--- config.mk ---
export PLATFORM = sky130hd
export DESIGN_NAME = lattice_job_ctrl_flat
export DESIGN_NICKNAME = d
export VERILOG_FILES = /design/src/rtl/lattice_pkg.sv /design/src/rtl/lattice_job_ctrl_if.sv /design/src/rtl/lattice_n_check.sv /design/src/rtl/lattice_job_ctrl.sv /design/src/flat_wrapper.sv
export SDC_FILE = /design/constraint.sdc
export NUM_CORES = 1
export LEC_CHECK = 0
export BUFFER_PORTS_ARGS = -buffer_cell sky130_fd_sc_hd__buf_2
export CELL_PAD_IN_SITES_DETAIL_PLACEMENT = 0
export CELL_PAD_IN_SITES_GLOBAL_PLACEMENT = 1
export CORE_ASPECT_RATIO = 0.6
export CORE_MARGIN = 2
export CORE_UTILIZATION = 39
export CTS_CLUSTER_DIAMETER = 50
export CTS_CLUSTER_SIZE = 16
export DETAILED_ROUTE_END_ITERATION = 10
export GPL_TIMING_DRIVEN = 0
export PLACE_DENSITY_LB_ADDON = 0.1
export SYNTH_ARGS = -nofsm -noshare
export SYNTH_HDL_FRONTEND = slang
export SYNTH_SLANG_ARGS = --single-unit
--- constraint.sdc ---
create_clock -name clk -period 2.63 [get_ports clk]
set_input_delay 0.526 -clock clk [delete_from_list [all_inputs] [get_ports clk]]
set_output_delay 0.526 -clock clk [all_outputs]
set_load 0.05 [all_outputs]
--- src/rtl/lattice_pkg.sv ---
// Shared definitions for the lattice pricing blocks.
// Holds bus widths, the generator's wren delay-line depth and the job
// controller state encoding.
package lattice_pkg;

    localparam int unsigned N_W          = 16;
    localparam int unsigned ADDR_W       = 11;
    localparam int unsigned GEN_PIPE_DLY = 30;
    localparam int unsigned CYC_W        = 32;

    typedef enum logic [2:0] {
        ST_SETTLE = 3'd0,
        ST_IDLE   = 3'd1,
        ST_LAUNCH = 3'd2,
        ST_ARM    = 3'd3,
        ST_RUN    = 3'd4,
        ST_DONE   = 3'd5
    } job_state_e;

endpackage

--- src/rtl/lattice_job_ctrl_if.sv ---
// Bus bundle between the lattice job controller and its environment.
// Carries the job handshake (job_valid/job_n/job_ready), the generator
// side (start/n_out out, wren/wraddr/wrdata in), the result handshake
// (res_valid/res_ready/res_price/res_cycles) and status (err_n,
// err_timeout, busy).
// slave  : the controller's view.
// master : the host / generator / consumer view.
interface lattice_job_ctrl_if
    import lattice_pkg::*;
#(
    parameter int unsigned DATA_W = 32
) ();

    logic              job_valid;
    logic [N_W-1:0]    job_n;
    logic              job_ready;
    logic              start;
    logic [N_W-1:0]    n_out;
    logic              wren;
    logic [ADDR_W-1:0] wraddr;
    logic [DATA_W-1:0] wrdata;
    logic              res_valid;
    logic              res_ready;
    logic [DATA_W-1:0] res_price;
    logic [CYC_W-1:0]  res_cycles;
    logic              err_n;
    logic              err_timeout;
    logic              busy;

    modport slave (
        input  job_valid, job_n, wren, wraddr, wrdata, res_ready,
        output job_ready, start, n_out, res_valid, res_price, res_cycles,
               err_n, err_timeout, busy
    );

    modport master (
        output job_valid, job_n, wren, wraddr, wrdata, res_ready,
        input  job_ready, start, n_out, res_valid, res_price, res_cycles,
               err_n, err_timeout, busy
    );

endinterface

--- src/rtl/lattice_n_check.sv ---
// Combinational legality check of a lattice step count.
// Ports: n_i (step count), legal_c (1 when N_MIN <= n <= N_MAX and n is a
// multiple of 4).
module lattice_n_check
    import lattice_pkg::*;
#(
    parameter int unsigned N_MIN = 132,
    parameter int unsigned N_MAX = 2044
) (
    input  logic [N_W-1:0] n_i,
    output logic           legal_c
);

    assign legal_c = (n_i >= N_W'(N_MIN)) && (n_i <= N_W'(N_MAX)) && (n_i[1:0] == 2'b00);

endmodule

--- src/rtl/lattice_job_ctrl.sv ---
// Job controller in front of the lattice address generator.
// Accepts a job, validates n, pulses start, holds n_out, tracks the
// generator's wren window, captures the root price (wraddr 0) and returns
// price plus run-cycle count on a result handshake.
// Ports: clk, nrst (synchronous, active-low), bus (controller side of
// lattice_job_ctrl_if).
module lattice_job_ctrl
    import lattice_pkg::*;
#(
    parameter int unsigned DATA_W      = 32,
    parameter int unsigned SETTLE      = 32,
    parameter int unsigned ARM_TIMEOUT = 64,
    parameter int unsigned N_MIN       = 132,
    parameter int unsigned N_MAX       = 2044
) (
    input  logic              clk,
    input  logic              nrst,
    lattice_job_ctrl_if.slave bus
);

    localparam int unsigned SETTLE_W = $clog2(SETTLE + 1);
    localparam int unsigned ARM_W    = $clog2(ARM_TIMEOUT + 1);

    job_state_e          state_q, state_d;
    logic [SETTLE_W-1:0] settle_q, settle_d;
    logic [ARM_W-1:0]    arm_q, arm_d;
    logic [CYC_W-1:0]    cyc_q, cyc_d;
    logic [N_W-1:0]      n_q, n_d;
    logic [DATA_W-1:0]   price_q, price_d;
    logic [CYC_W-1:0]    res_cycles_q, res_cycles_d;
    logic                err_n_q, err_n_d;
    logic                err_to_q, err_to_d;
    logic                job_ready_q, start_q, res_valid_q, busy_q;
    logic                n_legal_c;

    function automatic logic [CYC_W-1:0] sat_inc(input logic [CYC_W-1:0] v);
        return (&v) ? v : v + CYC_W'(1);
    endfunction

    lattice_n_check #(
        .N_MIN (N_MIN),
        .N_MAX (N_MAX)
    ) u_n_check (
        .n_i     (bus.job_n),
        .legal_c (n_legal_c)
    );

    // Next-state and counter logic.
    // Arm and cycle counters are loaded with 1 in LAUNCH so that in every
    // later cycle they equal the number of cycles elapsed since the start
    // pulse; timeout and res_cycles then read straight off them.
    always_comb begin
        state_d      = state_q;
        settle_d     = settle_q;
        arm_d        = arm_q;
        cyc_d        = cyc_q;
        n_d          = n_q;
        price_d      = price_q;
        res_cycles_d = res_cycles_q;
        err_n_d      = 1'b0;
        err_to_d     = 1'b0;

        unique case (state_q)
            ST_SETTLE: begin
                if (settle_q == SETTLE_W'(SETTLE)) begin
                    state_d = ST_IDLE;
                end else begin
                    settle_d = settle_q + SETTLE_W'(1);
                end
            end
            ST_IDLE: begin
                if (bus.job_valid && job_ready_q) begin
                    if (n_legal_c) begin
                        n_d     = bus.job_n;
                        state_d = ST_LAUNCH;
                    end else begin
                        err_n_d = 1'b1;
                    end
                end
            end
            ST_LAUNCH: begin
                arm_d   = ARM_W'(1);
                cyc_d   = CYC_W'(1);
                state_d = ST_ARM;
            end
            ST_ARM: begin
                cyc_d = sat_inc(cyc_q);
                if (bus.wren) begin
                    state_d = ST_RUN;
                end else if (arm_q == ARM_W'(ARM_TIMEOUT - 1)) begin
                    err_to_d = 1'b1;
                    state_d  = ST_IDLE;
                end else begin
                    arm_d = arm_q + ARM_W'(1);
                end
            end
            ST_RUN: begin
                if (bus.wren) begin
                    cyc_d = sat_inc(cyc_q);
                    // Root node: the last write to address 0 is the price.
                    if (bus.wraddr == '0) begin
                        price_d = bus.wrdata;
                    end
                end else begin
                    res_cycles_d = cyc_q;
                    state_d      = ST_DONE;
                end
            end
            ST_DONE: begin
                if (res_valid_q && bus.res_ready) begin
                    state_d = ST_IDLE;
                end
            end
            default: begin
                state_d = ST_SETTLE;
            end
        endcase
    end

    // State, counters and registered outputs.
    // job_ready drops for the cycle err_n is reported so a held request is
    // not re-evaluated back to back.
    always_ff @(posedge clk) begin
        if (!nrst) begin
            state_q      <= ST_SETTLE;
            settle_q     <= '0;
            arm_q        <= '0;
            cyc_q        <= '0;
            n_q          <= '0;
            price_q      <= '0;
            res_cycles_q <= '0;
            err_n_q      <= 1'b0;
            err_to_q     <= 1'b0;
            job_ready_q  <= 1'b0;
            start_q      <= 1'b0;
            res_valid_q  <= 1'b0;
            busy_q       <= 1'b1;
        end else begin
            state_q      <= state_d;
            settle_q     <= settle_d;
            arm_q        <= arm_d;
            cyc_q        <= cyc_d;
            n_q          <= n_d;
            price_q      <= price_d;
            res_cycles_q <= res_cycles_d;
            err_n_q      <= err_n_d;
            err_to_q     <= err_to_d;
            job_ready_q  <= (state_d == ST_IDLE) && !err_n_d;
            start_q      <= (state_d == ST_LAUNCH);
            res_valid_q  <= (state_d == ST_DONE);
            busy_q       <= (state_d != ST_IDLE);
        end
    end

    assign bus.job_ready   = job_ready_q;
    assign bus.start       = start_q;
    assign bus.n_out       = n_q;
    assign bus.res_valid   = res_valid_q;
    assign bus.res_price   = price_q;
    assign bus.res_cycles  = res_cycles_q;
    assign bus.err_n       = err_n_q;
    assign bus.err_timeout = err_to_q;
    assign bus.busy        = busy_q;

endmodule

--- src/flat_wrapper.sv ---
// flat-port wrapper written by rule: the top's interface ports become plain ports
module lattice_job_ctrl_flat import lattice_pkg::*;
#(
    parameter int unsigned DATA_W      = 32,
    parameter int unsigned SETTLE      = 32,
    parameter int unsigned ARM_TIMEOUT = 64,
    parameter int unsigned N_MIN       = 132,
    parameter int unsigned N_MAX       = 2044
)
  (clk, nrst, bus_job_valid, bus_job_n, bus_wren, bus_wraddr, bus_wrdata, bus_res_ready, bus_job_ready, bus_start, bus_n_out, bus_res_valid, bus_res_price, bus_res_cycles, bus_err_n, bus_err_timeout, bus_busy);
  lattice_job_ctrl_if #(.DATA_W(DATA_W)) bus_i ();
  input  logic clk;
  input  logic nrst;
  input wire logic [$bits(bus_i.job_valid)-1:0] bus_job_valid;
  input wire logic [$bits(bus_i.job_n)-1:0] bus_job_n;
  input wire logic [$bits(bus_i.wren)-1:0] bus_wren;
  input wire logic [$bits(bus_i.wraddr)-1:0] bus_wraddr;
  input wire logic [$bits(bus_i.wrdata)-1:0] bus_wrdata;
  input wire logic [$bits(bus_i.res_ready)-1:0] bus_res_ready;
  output wire logic [$bits(bus_i.job_ready)-1:0] bus_job_ready;
  output wire logic [$bits(bus_i.start)-1:0] bus_start;
  output wire logic [$bits(bus_i.n_out)-1:0] bus_n_out;
  output wire logic [$bits(bus_i.res_valid)-1:0] bus_res_valid;
  output wire logic [$bits(bus_i.res_price)-1:0] bus_res_price;
  output wire logic [$bits(bus_i.res_cycles)-1:0] bus_res_cycles;
  output wire logic [$bits(bus_i.err_n)-1:0] bus_err_n;
  output wire logic [$bits(bus_i.err_timeout)-1:0] bus_err_timeout;
  output wire logic [$bits(bus_i.busy)-1:0] bus_busy;
  assign bus_i.job_valid = bus_job_valid;
  assign bus_i.job_n = bus_job_n;
  assign bus_i.wren = bus_wren;
  assign bus_i.wraddr = bus_wraddr;
  assign bus_i.wrdata = bus_wrdata;
  assign bus_i.res_ready = bus_res_ready;
  assign bus_job_ready = bus_i.job_ready;
  assign bus_start = bus_i.start;
  assign bus_n_out = bus_i.n_out;
  assign bus_res_valid = bus_i.res_valid;
  assign bus_res_price = bus_i.res_price;
  assign bus_res_cycles = bus_i.res_cycles;
  assign bus_err_n = bus_i.err_n;
  assign bus_err_timeout = bus_i.err_timeout;
  assign bus_busy = bus_i.busy;
  lattice_job_ctrl #(.DATA_W(DATA_W), .SETTLE(SETTLE), .ARM_TIMEOUT(ARM_TIMEOUT), .N_MIN(N_MIN), .N_MAX(N_MAX)) u_core (.clk(clk), .nrst(nrst), .bus(bus_i));
endmodule
== Yosys cells after proc, flatten, opt, wreduce, memory -nomap -nowiden ==
Index checks and enable logic that the tools add are counted.

* Bitwise operators: 4
* Reduce and logical (&&, ||, !) cells: 19
* Add/sub/neg operators: 3
* Multiplexer cells: 18
* Equality and inequality tests: 14
* Order comparisons: 2

{| class="wikitable"
|+ Operators with widths
! cell !! number
|-
| $pmux W32 S3 || 1
|-
| $mux W32 || 2
|-
| $add A32 B1 Y32 const B || 1
|-
| $reduce_and A32 Y1 || 1
|-
| $mux W3 || 7
|-
| $pmux W3 S6 || 1
|-
| $ge A16 B8 Y1 const B || 1
|-
| $le A16 B11 Y1 const B || 1
|-
| $mux W7 || 2
|-
| $pmux W7 S2 || 1
|-
| $logic_not A11 Y1 || 1
|-
| $eq A3 B2 Y1 const B || 3
|-
| $eq A3 B3 Y1 const B || 3
|-
| $reduce_and A3 Y1 || 3
|-
| $add A7 B1 Y7 const B || 1
|-
| $eq A7 B6 Y1 const B || 1
|-
| $add A6 B1 Y6 const B || 1
|-
| $eq A3 B1 Y1 const B || 2
|-
| $eq A6 B6 Y1 const B || 1
|-
| $ne A2 B2 Y1 const B || 3
|-
| $reduce_and A2 Y1 || 3
|-
| $logic_and A1 B1 Y1 || 5
|-
| $mux W1 || 4
|-
| $not A1 Y1 || 4
|-
| 7 further kinds || 7
|}

* Bits in registers: 134
* Output and inout bits: 86
* Word-level logic and storage cells: 73

== Depth between registers and ports, before layout ==
Gate-level depths: netlist (run 1).

* Word-level depth: 8
* Gate-level depth with buffers: 8
* Depth with buffers taken out: 7

== Cells and area by module ==
From an unflattened synthesis (run 1), not the netlist that was laid out.

* Cell total of the unflattened synthesis: 658
* Area total of the unflattened synthesis: 5860.6 um^2

{| class="wikitable"
|+ Modules (own cells, without submodules)
! module !! area each (um^2) !! times used !! sequential area each (um^2) !! cells an instance
|-
| lattice_job_ctrl || 5823.1 || 1 || 2682.6 || 651
|-
| lattice_n_check || 37.5 || 1 || 0.0 || 7
|}

== Worst setup path before layout (run 1) ==
No wires, ideal clock.

* Kind: input to register
* From: in bus_wren
* To: reg u_core.cyc_q[26]
* Path slack: 607 ps
* Required time: 2559 ps
* Path buffers: 1
* Arrival time: 1952 ps
* Cell stages on the path: 6
* Path through: buf_2 > nand4bb_4 > a2111oi_4 > nand4_1 > or3_1 > a21oi_1

* Word-level cells in the longest chain between the ends: 2

{| class="wikitable"
|+ RTL lines
! what !! line !! RTL
|-
| from (decl) || flat_wrapper.sv:16 || <nowiki>input wire logic [$bits(bus_i.wren)-1:0] bus_wren;</nowiki>
|-
| $ne A2 B2 Y1 (no line) || n/a ||
|-
| $reduce_and A2 Y1 (no line) || n/a ||
|-
| to (signal assigned) || lattice_job_ctrl.sv:142 || <nowiki>cyc_q <= cyc_d;</nowiki>
|-
| to (decl) || lattice_job_ctrl.sv:27 || <nowiki>logic [CYC_W-1:0] cyc_q, cyc_d;</nowiki>
|}

Every way passes these cells.
A chain may end at the register's enable or synchronous reset.

== Worst setup path in the final report (run 1) ==
* From: reg u_core.cyc_q[0]
* To: reg u_core.cyc_q[26]

* Word-level cells in the longest chain between the ends: 4
* Elaborated cells on any way between the ends: 5

{| class="wikitable"
|+ RTL lines
! what !! line !! RTL
|-
| $add A32 B1 Y32 or $reduce_and A32 Y1 (tied branches) || lattice_job_ctrl.sv:37 || <nowiki>return (&v) ? v : v + CYC_W'(1);</nowiki>
|-
| $mux W32 * || lattice_job_ctrl.sv:37 ||
|-
| $mux W32 || lattice_job_ctrl.sv:98 || <nowiki>if (bus.wren) begin</nowiki>
|-
| $pmux W32 S3 * || lattice_job_ctrl.sv:63 || <nowiki>unique case (state_q)</nowiki>
|}

Mark *: on every way between the ends. The rest lies on a longest branch, timed or not. The select of a mux whose other input is x is not followed.

==> results.yml, run 1 <==
outcome:
  status: "complete, no violations"
detailed_routing:
  drc: 0
  drtPass1Iterations: 4
  antenna_left: 0
  viasPerCell: 5.03
  wl_per_cell_microns: 15.3
  drt_iter0_markers: 236
  wl_mm: 15.1
  vias: 4971
sta:
  finalSetupTns_ns: 0
  worst_slack_ns: 0.280
  max_freq_ghz: 0.425
  post-route-period-util: 0.894
  setup_viol: 0
  fin_worst_skew_ns: 0.0153
  worst_pin_slew_ns: 0.799
  max_slew_margin: 0.462
  fin_crit_ns: 2.35
  whs_ns: 0.345
  rsz0062_at_grt: "no"
  hold_violations: 0
  maxSlewViolCount: 0
grt:
  grt_overflow_total: 0
  grt_max_degree: 17
  grtUsageTotal: 0.205
  grt_pass1_vias: 4732
  grt_first_pass_wirelength_mm: 24.2
  grt_antenna_before_repair: 0
layout:
  fin_util: 0.518
  stdcell_count: 989
  syn2layout_area_growth_pct: 28.5
  final_layout_size_suffix_gt1_frac: 0.257
  fin_area_sq_um: 7140
  fin_nets: 852
  num_antenna_cells: 0
cts:
  post-cts-setup-buffer-count: 0
  cts.sink_count: 134
  cts.root.buffer_cell: "clkbuf_16"
  ctsHoldBuffers: 0
  cts-resized-gates: 0
  htree_levels: 4
  path_clk_slew_ns: 0.06
  insertion_delay_ns: 0.42
  cts_buffer_depth: 2
  cts_tree: "yes"
  cts_buffers: 17
critical_path:
  ff2ff_path_depth: 6
  worstSetupPathType: "flop to flop"
  worstSetupEndpointType: "flop"
  cp-endpoint: "u_core.cyc_q[26]"
  startpoint: "u_core.cyc_q[0]"
  worstPathRequired_ns: 2.96
  regToRegEndpoint: "u_core.cyc_q[26]"
  reg2reg_slack_ns: 0.28
  startpoint_type: "flop"
  worstPathMaxFanout: 8
  rr_startpoint: "u_core.cyc_q[0]"
  cp_data_arrival_time_ns: 2.68
synth:
  syn_inst: 617
  synth_top_area_cell: "dfxtp_1"
  yosys.cell_types.count: 54
  ys_seq_area_frac: 0.483
  synth-xor-area-share: 0.0158
  synthTopCellsByArea: "dfxtp_1, mux2i_1, nand2_1"
  synthMuxAreaShare: 0.0847
  netlist_area_sq_um: 5550
  ys.flop_type: "dfxtp_1"
  synth-edff-count: 0
  synth_top_area_share: 0.483
  yosysWarnings: 0
  synth_compound_area_frac: 0.112
  ys_ff_latch: 134
  syn-num-nets: 685
  synth-simple-area-share: 0.260
  synth_top_family_by_area: "simple AND/OR/NAND/NOR gates"
  async_reset_ff_frac: 0
  synthAdderAreaFrac: 0.00901
  syn_area_per_cell_sq_um: 9.00
pwr:
  total_power_mw: 4.60
  powerDensity_nw_per_um2: 644
  p_leak_nw: 3.20
  irDropWorstVdd_mv: 0.393
die:
  die_width_microns: 158
  start_util: 0.403
  fp.dieH_microns: 96.4
  rows: 33
  core_area_sq_um: 13800
  ios: 150
  die_area_sq_um: 15200
job:
  drv_cap: 0
placement:
  port_buffers: 148
  place_hpwl_mm: 11.1
  dpl.cell_count: 957
  gp_congestion: 0.814
  dp_slack_ns: 0.0896
  dpl-instance-area_sq_um: 6540
hold_path:
  hp-class: "input pin to flop"
  worstHoldStart: "bus_wrdata[10]"
[area by class of cell]
cell class	count	area, sq um
plain buffers	34	163
clock buffers	18	429
clock inverters	14	174
fillers	1324	6650
inverters	8	30.0
multi-input cells	441	2680
flip-flops and latches	134	2680
well taps	192	240
repair buffers	148	741
[flip-flops by register name, summed over array words and instances (netlist names)]
register,cells
u_core.bus.res_cycles,32
u_core.bus.res_price,32
u_core.cyc_q,32
u_core.bus.n_out,16
u_core.arm_q,7
u_core.settle_q,6
u_core.state_q,3
u_core.bus.busy,1
u_core.bus.err_n,1
u_core.bus.err_timeout,1
u_core.bus.job_ready,1
u_core.bus.res_valid,1
u_core.bus.start,1
[synthesized netlist by cell type, types with 3 or more instances]
| cell | number |
|---|---|
| ha_1 | 4 |
| o21ai_0 | 17 |
| a21oi_1 | 57 |
| and3_1 | 6 |
| a31oi_1 | 3 |
| nor2_1 | 66 |
| nand4_1 | 18 |
| or4_1 | 10 |
| o211a_1 | 4 |
| buf_6 | 3 |
| xnor2_1 | 3 |
| nor4b_1 | 3 |
| nand3_1 | 15 |
| mux2i_1 | 47 |
| and4_1 | 7 |
| dfxtp_1 | 134 |
| buf_2 | 9 |
| or3_1 | 16 |
| nor4_1 | 4 |
| xor2_1 | 7 |
| nand2_1 | 98 |
| nor2b_1 | 3 |
| inv_1 | 7 |
| nor3_1 | 6 |
| o31ai_1 | 7 |
| and2_1 | 9 |
| clkbuf_1 | 21 |
[how the worst min path moves through the flow]
stage                     cells past startpoint  slack (ns)                        end
after detailed placement                      1        0.44       u_core.bus.n_out[11]
final                                         3        0.35   u_core.bus.res_price[10]
after global routing                          3        0.33   u_core.bus.res_price[16]
after global placement                        2        0.44  u_core.bus.res_cycles[15]
after floorplan                               2        0.45  u_core.bus.res_cycles[13]
after CTS                                     3        0.33   u_core.bus.res_price[29]
[power by group]
group | total [mW] | leakage, nW | internal, mW | switching (mW)
Combinational | 0.122 | 1.84 | 0.0503 | 0.0715
Clock | 2.44 | 0.284 | 1.50 | 0.938
Sequential | 2.04 | 1.08 | 2.03 | 0.00417
[worst max-delay path: stages (launching register included)]
cell and delay (ns):
dfxtp_1 0.45, ha_1 0.23, nand3_1 0.28, a2111oi_4 0.41
nand4_1 0.33, or3_1 0.41, a21oi_1 0.16
[layout by cell type, fill, tap and decap left out, types with 6 or more instances in the layout]
cell type  netlist  routed
and2_1           9       9
and3_1           6       6
dfxtp_1        134     134
nand4_1         18      18
clkbuf_16        0      17
xor2_1           7       7
nand2_1         98      98
nor3_1           6       6
clkbuf_1        21      22
or3_1           16      16
nor2_1          66      66
or4_1           10      10
buf_2            9     157
o31ai_1          7       7
nand3_1         15      15
a21oi_1         57      57
o21ai_0         17      17
mux2i_1         47      47
and4_1           7       7
inv_1            7       7
[logic make-up (layout without fill, tap and decap cells)]
family	after synthesis	after routing
fa+ha+maj	4	4
simple gates	278	278
xor+xnor	10	10
compound gates	102	102
mux	47	47
buf+inv	42	222
flops	134	134
[metal layers]
layer,GRT usage,up-vias,share of wire
met5,0,-,0
met2,0.308,117,0.42
met4,0.0571,0,0.0035
met1,0.291,2336,0.51
li1,-,2514,-
met3,0.0544,4,0.061
(Power assumes the default switching activity.)
==> run 2: changes to the inputs <==
--- a/config.mk
+++ b/config.mk
@@ -16,6 +16,7 @@
 export DETAILED_ROUTE_END_ITERATION = 10
 export GPL_TIMING_DRIVEN = 0
 export PLACE_DENSITY_LB_ADDON = 0.1
+export SETUP_SLACK_MARGIN = 0.4
 export SYNTH_ARGS = -nofsm -noshare
 export SYNTH_HDL_FRONTEND = slang
 export SYNTH_SLANG_ARGS = --single-unit
==> run 2 against run 1 <==
  * Global-route usage about the same
  * Critical path depth is 1 higher
  * Sequential power about the same
==> results.yml, run 2 (same netlist as run 1, synthesis figures left out) <==
critical_path:
  rr_startpoint: "u_core.state_q[1]"
  ff2ff_path_depth: 7
  cp_data_arrival_time_ns: 2.56
  worstPathRequired_ns: 2.98
  startpoint_type: "flop"
  path_cells: "buf_6 > nor3b_4 > or4b_4 > buf_8 > or4_1 > nand4_1 > mux2i_1"
  timing.critical_path.slowest_cell_delay_ns: 0.55
  worstPathMaxFanout: 8
  reg2reg_slack_ns: 0.41
  critPathBufInv: 2
  worstSetupEndpointType: "flop"
  critPathTopFamily: "simple AND/OR/NAND/NOR gates"
  regToRegEndpoint: "u_core.cyc_q[23]"
  worstSetupPathType: "flop to flop"
  cp_slowest_cell: "or4b_4"
sta:
  setup_viol: 0
  post-route-period-util: 0.843
  whs_ns: 0.343
  maxSlewViolCount: 0
  worst_pin_slew_ns: 0.655
  max_slew_margin: 0.563
  finalSetupTns_ns: 0
  fin_worst_skew_ns: 0.0122
  worst_slack_ns: 0.414
  fin_crit_ns: 2.22
  hold_violations: 0
  max_freq_ghz: 0.451
  rsz0062_at_grt: "yes"
layout:
  final_cell_mix: "buf_2, dfxtp_1, nand2_1"
  n_fill_cell: 1316
  num_antenna_cells: 0
  final_layout_size_suffix_gt1_frac: 0.290
  final_common_cell: "buf_2"
  fin_nets: 862
  syn2layout_area_growth_pct: 31.1
  stdcell_count: 999
detailed_routing:
  drc: 0
  antenna_left: 0
  vias: 5078
  drtPass1Iterations: 5
  wl_per_cell_microns: 15.3
  wl_mm: 15.3
  viasPerCell: 5.08
  drt_iter0_markers: 281
die:
  die_area_sq_um: 15200
  rows: 33
  ios: 150
  start_util: 0.403
  core_area_sq_um: 13800
  fp.dieH_microns: 96.4
  die_width_microns: 158
hold_path:
  hp-class: "input pin to flop"
  worstHoldStart: "bus_wrdata[10]"
  whs_path_depth: 3
  whs_endpoint: "u_core.bus.res_price[10]"
placement:
  dpl.cell_count: 957
  dp_slack_ns: 0.0896
  place_hpwl_mm: 11.1
  gp_congestion: 0.814
  port_buffers: 148
grt:
  grt_pass1_vias: 4734
  grt_first_pass_wirelength_mm: 24.2
  grt_antenna_before_repair: 0
  grt_overflow_total: 0
  grtUsageTotal: 0.205
  grt_max_degree: 17
pwr:
  intPower_mw: 3.58
  powerDensity_nw_per_um2: 632
  switchingPower_mw: 1.02
  netSwitchingFraction: 0.222
  total_power_mw: 4.60
  p_leak_nw: 3.27
  p_comb_frac: 0.027
  clkPwrFrac: 0.531
  irDropWorstVdd_mv: 0.397
  p_seq_frac: 0.442
job:
  drv_cap: 0
cts:
  cts_buffer_depth: 2
  cts_buffers: 17
  path_clk_slew_ns: 0.06
  cts.sink_count: 134
  ctsHoldBuffers: 0
  htree_levels: 4
  insertion_delay_ns: 0.42
  cts.root.buffer_cell: "clkbuf_16"
  cts_tree: "yes"
outcome:
  status: "complete, no violations"
==> run 2: cell types whose count changed in the layout (fill, tap and decap cells not counted), sizes merged <==
cell,before,now
clkbuf,40,41
buf,160,169
==> run 2: how the worst max path moves through the flow <==
stage,from,endpoint,slack (ns),depth (start not counted)
after floorplan,bus_wren,u_core.cyc_q[26],0.61,6
after global placement,nrst,u_core.cyc_q[11],0.15,6
after detailed placement,nrst,u_core.cyc_q[11],0.09,6
after CTS,u_core.state_q[0],u_core.cyc_q[23],0.40,6
after global routing,u_core.state_q[1],u_core.cyc_q[9],0.34,8
final,u_core.state_q[1],u_core.cyc_q[23],0.41,7
==> run 2: layout make-up <==
type / count / area (sq um) / area share
tap: 192 / 240 / 0.0330
timing repair buffer: 158 / 816 / 0.112
multi-input combinational: 441 / 2720 / 0.374
inverter: 8 / 30.0 / 0.00412
sequential: 134 / 2700 / 0.370
clock inverter: 14 / 174 / 0.0239
buffer: 34 / 174 / 0.0239
clock buffer: 18 / 429 / 0.0589
==> run 2: what timing repair did <==
item | CTS | global route
endpoints found under the setup margin | 27 | 98
gates resized for setup | 2 | 28
cloned | 0 | 0
setup buffers | 1 | 9
pin swaps | 2 | 2
==> run 2: stage by stage <==
stage | util | area, sq um
2_1_floorplan | - | 5550
3_3_place_gp | 0.474 | 6540
3_5_place_dp | 0.474 | 6540
4_1_cts | 0.519 | 7150
5_1_grt | 0.528 | 7280
6_report | 0.528 | 7280
==> run 2: per-layer routing <==
layer  share of wire  global-route usage  wire length [microns]  vias to the layer above
li1                -                   -                      -                     2537
met1            0.51               0.291                   7740                     2391
met2            0.42               0.308                   6400                      142
met3           0.068              0.0544                   1040                        8
met4          0.0067              0.0571                    102                        0
met5               0                   0                      0                        -
==> run 2: worst min-delay path, delay by kind of cell <==
kind / cells / cell delay (ns)
buffers and inverters: 1 / 0.07
muxes: 1 / 0.05
and+or+nand+nor: 1 / 0.07
==> run 2: power groups by stage <==
stage          logic, mW  clock network, mW  registers [mW]
2_1_floorplan     0.0489                  0            2.08
3_3_place_gp       0.117                  0            2.08
3_5_place_dp       0.121                  0            2.08
4_1_cts            0.123               2.48            2.04
5_1_grt            0.137               2.57            2.04
6_report           0.123               2.44            2.04
==> run 3: changes to the inputs <==
--- a/config.mk
+++ b/config.mk
@@ -10,7 +10,7 @@
 export CELL_PAD_IN_SITES_GLOBAL_PLACEMENT = 1
 export CORE_ASPECT_RATIO = 0.6
 export CORE_MARGIN = 2
-export CORE_UTILIZATION = 39
+export CORE_UTILIZATION = 35
 export CTS_CLUSTER_DIAMETER = 50
 export CTS_CLUSTER_SIZE = 16
 export DETAILED_ROUTE_END_ITERATION = 10
==> constraint.sdc (replaced) <==
create_clock -name clk -period 1.85 [get_ports clk]
set_input_delay 0.37 -clock clk [delete_from_list [all_inputs] [get_ports clk]]
set_output_delay 0.37 -clock clk [all_outputs]
set_load 0.05 [all_outputs]
==> run 3 against run 2 <==
  * Final cell count grew 8.4%
  * Via count grew 9.3%
  * Setup slack lost 0.71 ns
  * Sequential power grew 42%
  * First-iteration DRC count grew 30%
  * The flow now finishes with violations (negative setup slack)
  * Sequential share of layout area shrank 7.4 points
  * Critical path depth grew 2
  * Worst hold slack lost 0.16 ns
  * Global-route usage shrank 0.074 points
  * Flip-flop and latch count is the same
  * Clock skew is essentially flat
  * Maximum frequency grew 3.4%
==> results.yml, run 3 (same netlist as run 1, synthesis figures left out) <==
outcome:
  status: "finished with violations"
  failed_checks: "negative setup slack"
pwr:
  p_seq_frac: 0.443
  netSwitchingFraction: 0.247
  irDropWorstVdd_mv: 0.445
  clkPwrFrac: 0.520
  p_leak_nw: 3.94
  total_power_mw: 6.51
  p_comb_frac: 0.037
  switchingPower_mw: 1.61
  intPower_mw: 4.90
  powerDensity_nw_per_um2: 709
cts:
  cts_tree: "yes"
  htree_levels: 4
  insertion_delay_ns: 0.42
  path_clk_slew_ns: 0.07
  ctsHoldBuffers: 0
  cts.sink_count: 134
  cts_buffers: 17
  cts.root.buffer_cell: "clkbuf_16"
  cts_buffer_depth: 2
critical_path:
  worstPathRequired_ns: 2.16
  startpoint: "u_core.state_q[1]"
  regToRegEndpoint: "u_core.cyc_q[0]"
  cp_data_arrival_time_ns: 2.45
  ff2ff_path_depth: 9
  rr_startpoint: "u_core.state_q[1]"
  worstSetupEndpointType: "flop"
  reg2reg_slack_ns: -0.29
  worstPathMaxFanout: 6
  worstSetupPathType: "flop to flop"
  cp-endpoint: "u_core.cyc_q[0]"
  startpoint_type: "flop"
layout:
  final_layout_size_suffix_gt1_frac: 0.526
  n_fill_cell: 1306
  ff_latch_area_sq_um: 2720
  final_common_cell: "buf_2"
  final_cell_mix: "buf_2, dfxtp_1, nand2_1"
  num_antenna_cells: 0
  fin_nets: 935
  stdcell_count: 1083
  syn2layout_area_growth_pct: 65.4
  multi_input_area_sq_um: 3550
placement:
  port_buffers: 148
  gp_congestion: 0.778
  dpl.cell_count: 968
  place_hpwl_mm: 11.5
  dp_slack_ns: -0.674
detailed_routing:
  antenna_left: 0
  vias: 5552
  drt_iter0_markers: 364
  drc: 0
  wl_mm: 18.5
  drtPass1Iterations: 5
  wl_per_cell_microns: 17.1
  viasPerCell: 5.13
sta:
  hold_violations: 0
  max_freq_ghz: 0.467
  worst_pin_slew_ns: 0.767
  fin_worst_skew_ns: 0.0122
  rsz0062_at_grt: "yes"
  post-route-period-util: 1.16
  worst_slack_ns: -0.292
  fin_crit_ns: 2.14
  setup_viol: 112
  max_slew_margin: 0.489
  maxSlewViolCount: 0
die:
  start_util: 0.360
  die_width_microns: 167
  core_area_sq_um: 15400
  rows: 35
  die_area_sq_um: 16900
  ios: 150
  fp.dieH_microns: 102
grt:
  grtUsageTotal: 0.204
  grt_max_degree: 17
  grt_overflow_total: 0
  grt_pass1_vias: 5243
  grt_antenna_before_repair: 0
  grt_first_pass_wirelength_mm: 27.3
hold_path:
  hp-class: "input pin to flop"
job:
  drv_cap: 0
run 3: changes by cell type in the layout (fill, tap and decap cells not counted), moves of 19 or more:
cell     change
a21oi_1     -43
buf_6       +43
a21oi_2     +42
nand2_1     -37
buf_4       +32
nand2_4     +32
buf_2       -19
run 3: per-stage QoR:
| stage | hold slack (ns) | util | setup TNS [ns] | instance area [sq um] |
|---|---|---|---|---|
| after floorplan | 0.449 | - | -0.631 | 5660 |
| after global placement | 0.441 | 0.432 | -47.52 | 6660 |
| after detailed placement | 0.439 | 0.432 | -51.61 | 6660 |
| after CTS | 0.168 | 0.541 | -6.03 | 8340 |
| after global routing | 0.176 | 0.596 | -20.39 | 9190 |
| final | 0.180 | 0.596 | -11.13 | 9190 |
run 3: what timing repair did:
action                                  CTS  global route
endpoints found under the setup margin  133           141
resized for setup                       172           155
buffers inserted                         51            19
pin swaps                                79            65
gates cloned                              7             6
run 3: cell type report:
type,instances,area share
multi-input combinational,442,0.387
timing repair buffer,230,0.180
inverter,8,0.00341
tap,203,0.0277
clock inverter,15,0.0176
buffer,34,0.0420
clock buffer,17,0.0463
sequential,134,0.296
run 3: worst min path at each step:
stage	start	endpoint	slack (ns)	cells after the start
detailed placement	u_core.bus.n_out[13]	u_core.bus.n_out[13]	0.44	1
floorplan	u_core.cyc_q[13]	u_core.bus.res_cycles[13]	0.45	2
global placement	u_core.bus.res_cycles[14]	u_core.bus.res_cycles[14]	0.44	2
global route	bus_wrdata[9]	u_core.bus.res_price[9]	0.18	3
finish	bus_wrdata[11]	u_core.bus.res_price[11]	0.18	3
CTS	bus_wrdata[11]	u_core.bus.res_price[11]	0.17	3
run 3: per-layer routing:
layer,global-route usage,vias up,part of all wire
met5,0,-,0
met4,0.0676,0,0.013
met3,0.0406,18,0.060
met2,0.312,171,0.45
met1,0.291,2663,0.48
li1,-,2700,-
run 3: critical path, stage by stage, from the launching register on:
cell and delay, ns:
dfxtp_2 0.32, buf_6 0.11, nor3b_4 0.15, or4b_1 0.48, buf_6 0.16, nor4_4 0.26, buf_6 0.17, buf_6 0.12
a21oi_4 0.04, o211a_1 0.21
run 3: power by group through the flow:
stage	registers, mW	clock network (mW)	logic, mW
floorplan	2.96	0	0.0764
global placement	2.96	0	0.178
detailed placement	2.96	0	0.183
CTS	2.89	3.45	0.217
global route	2.89	3.59	0.260
finish	2.89	3.39	0.239
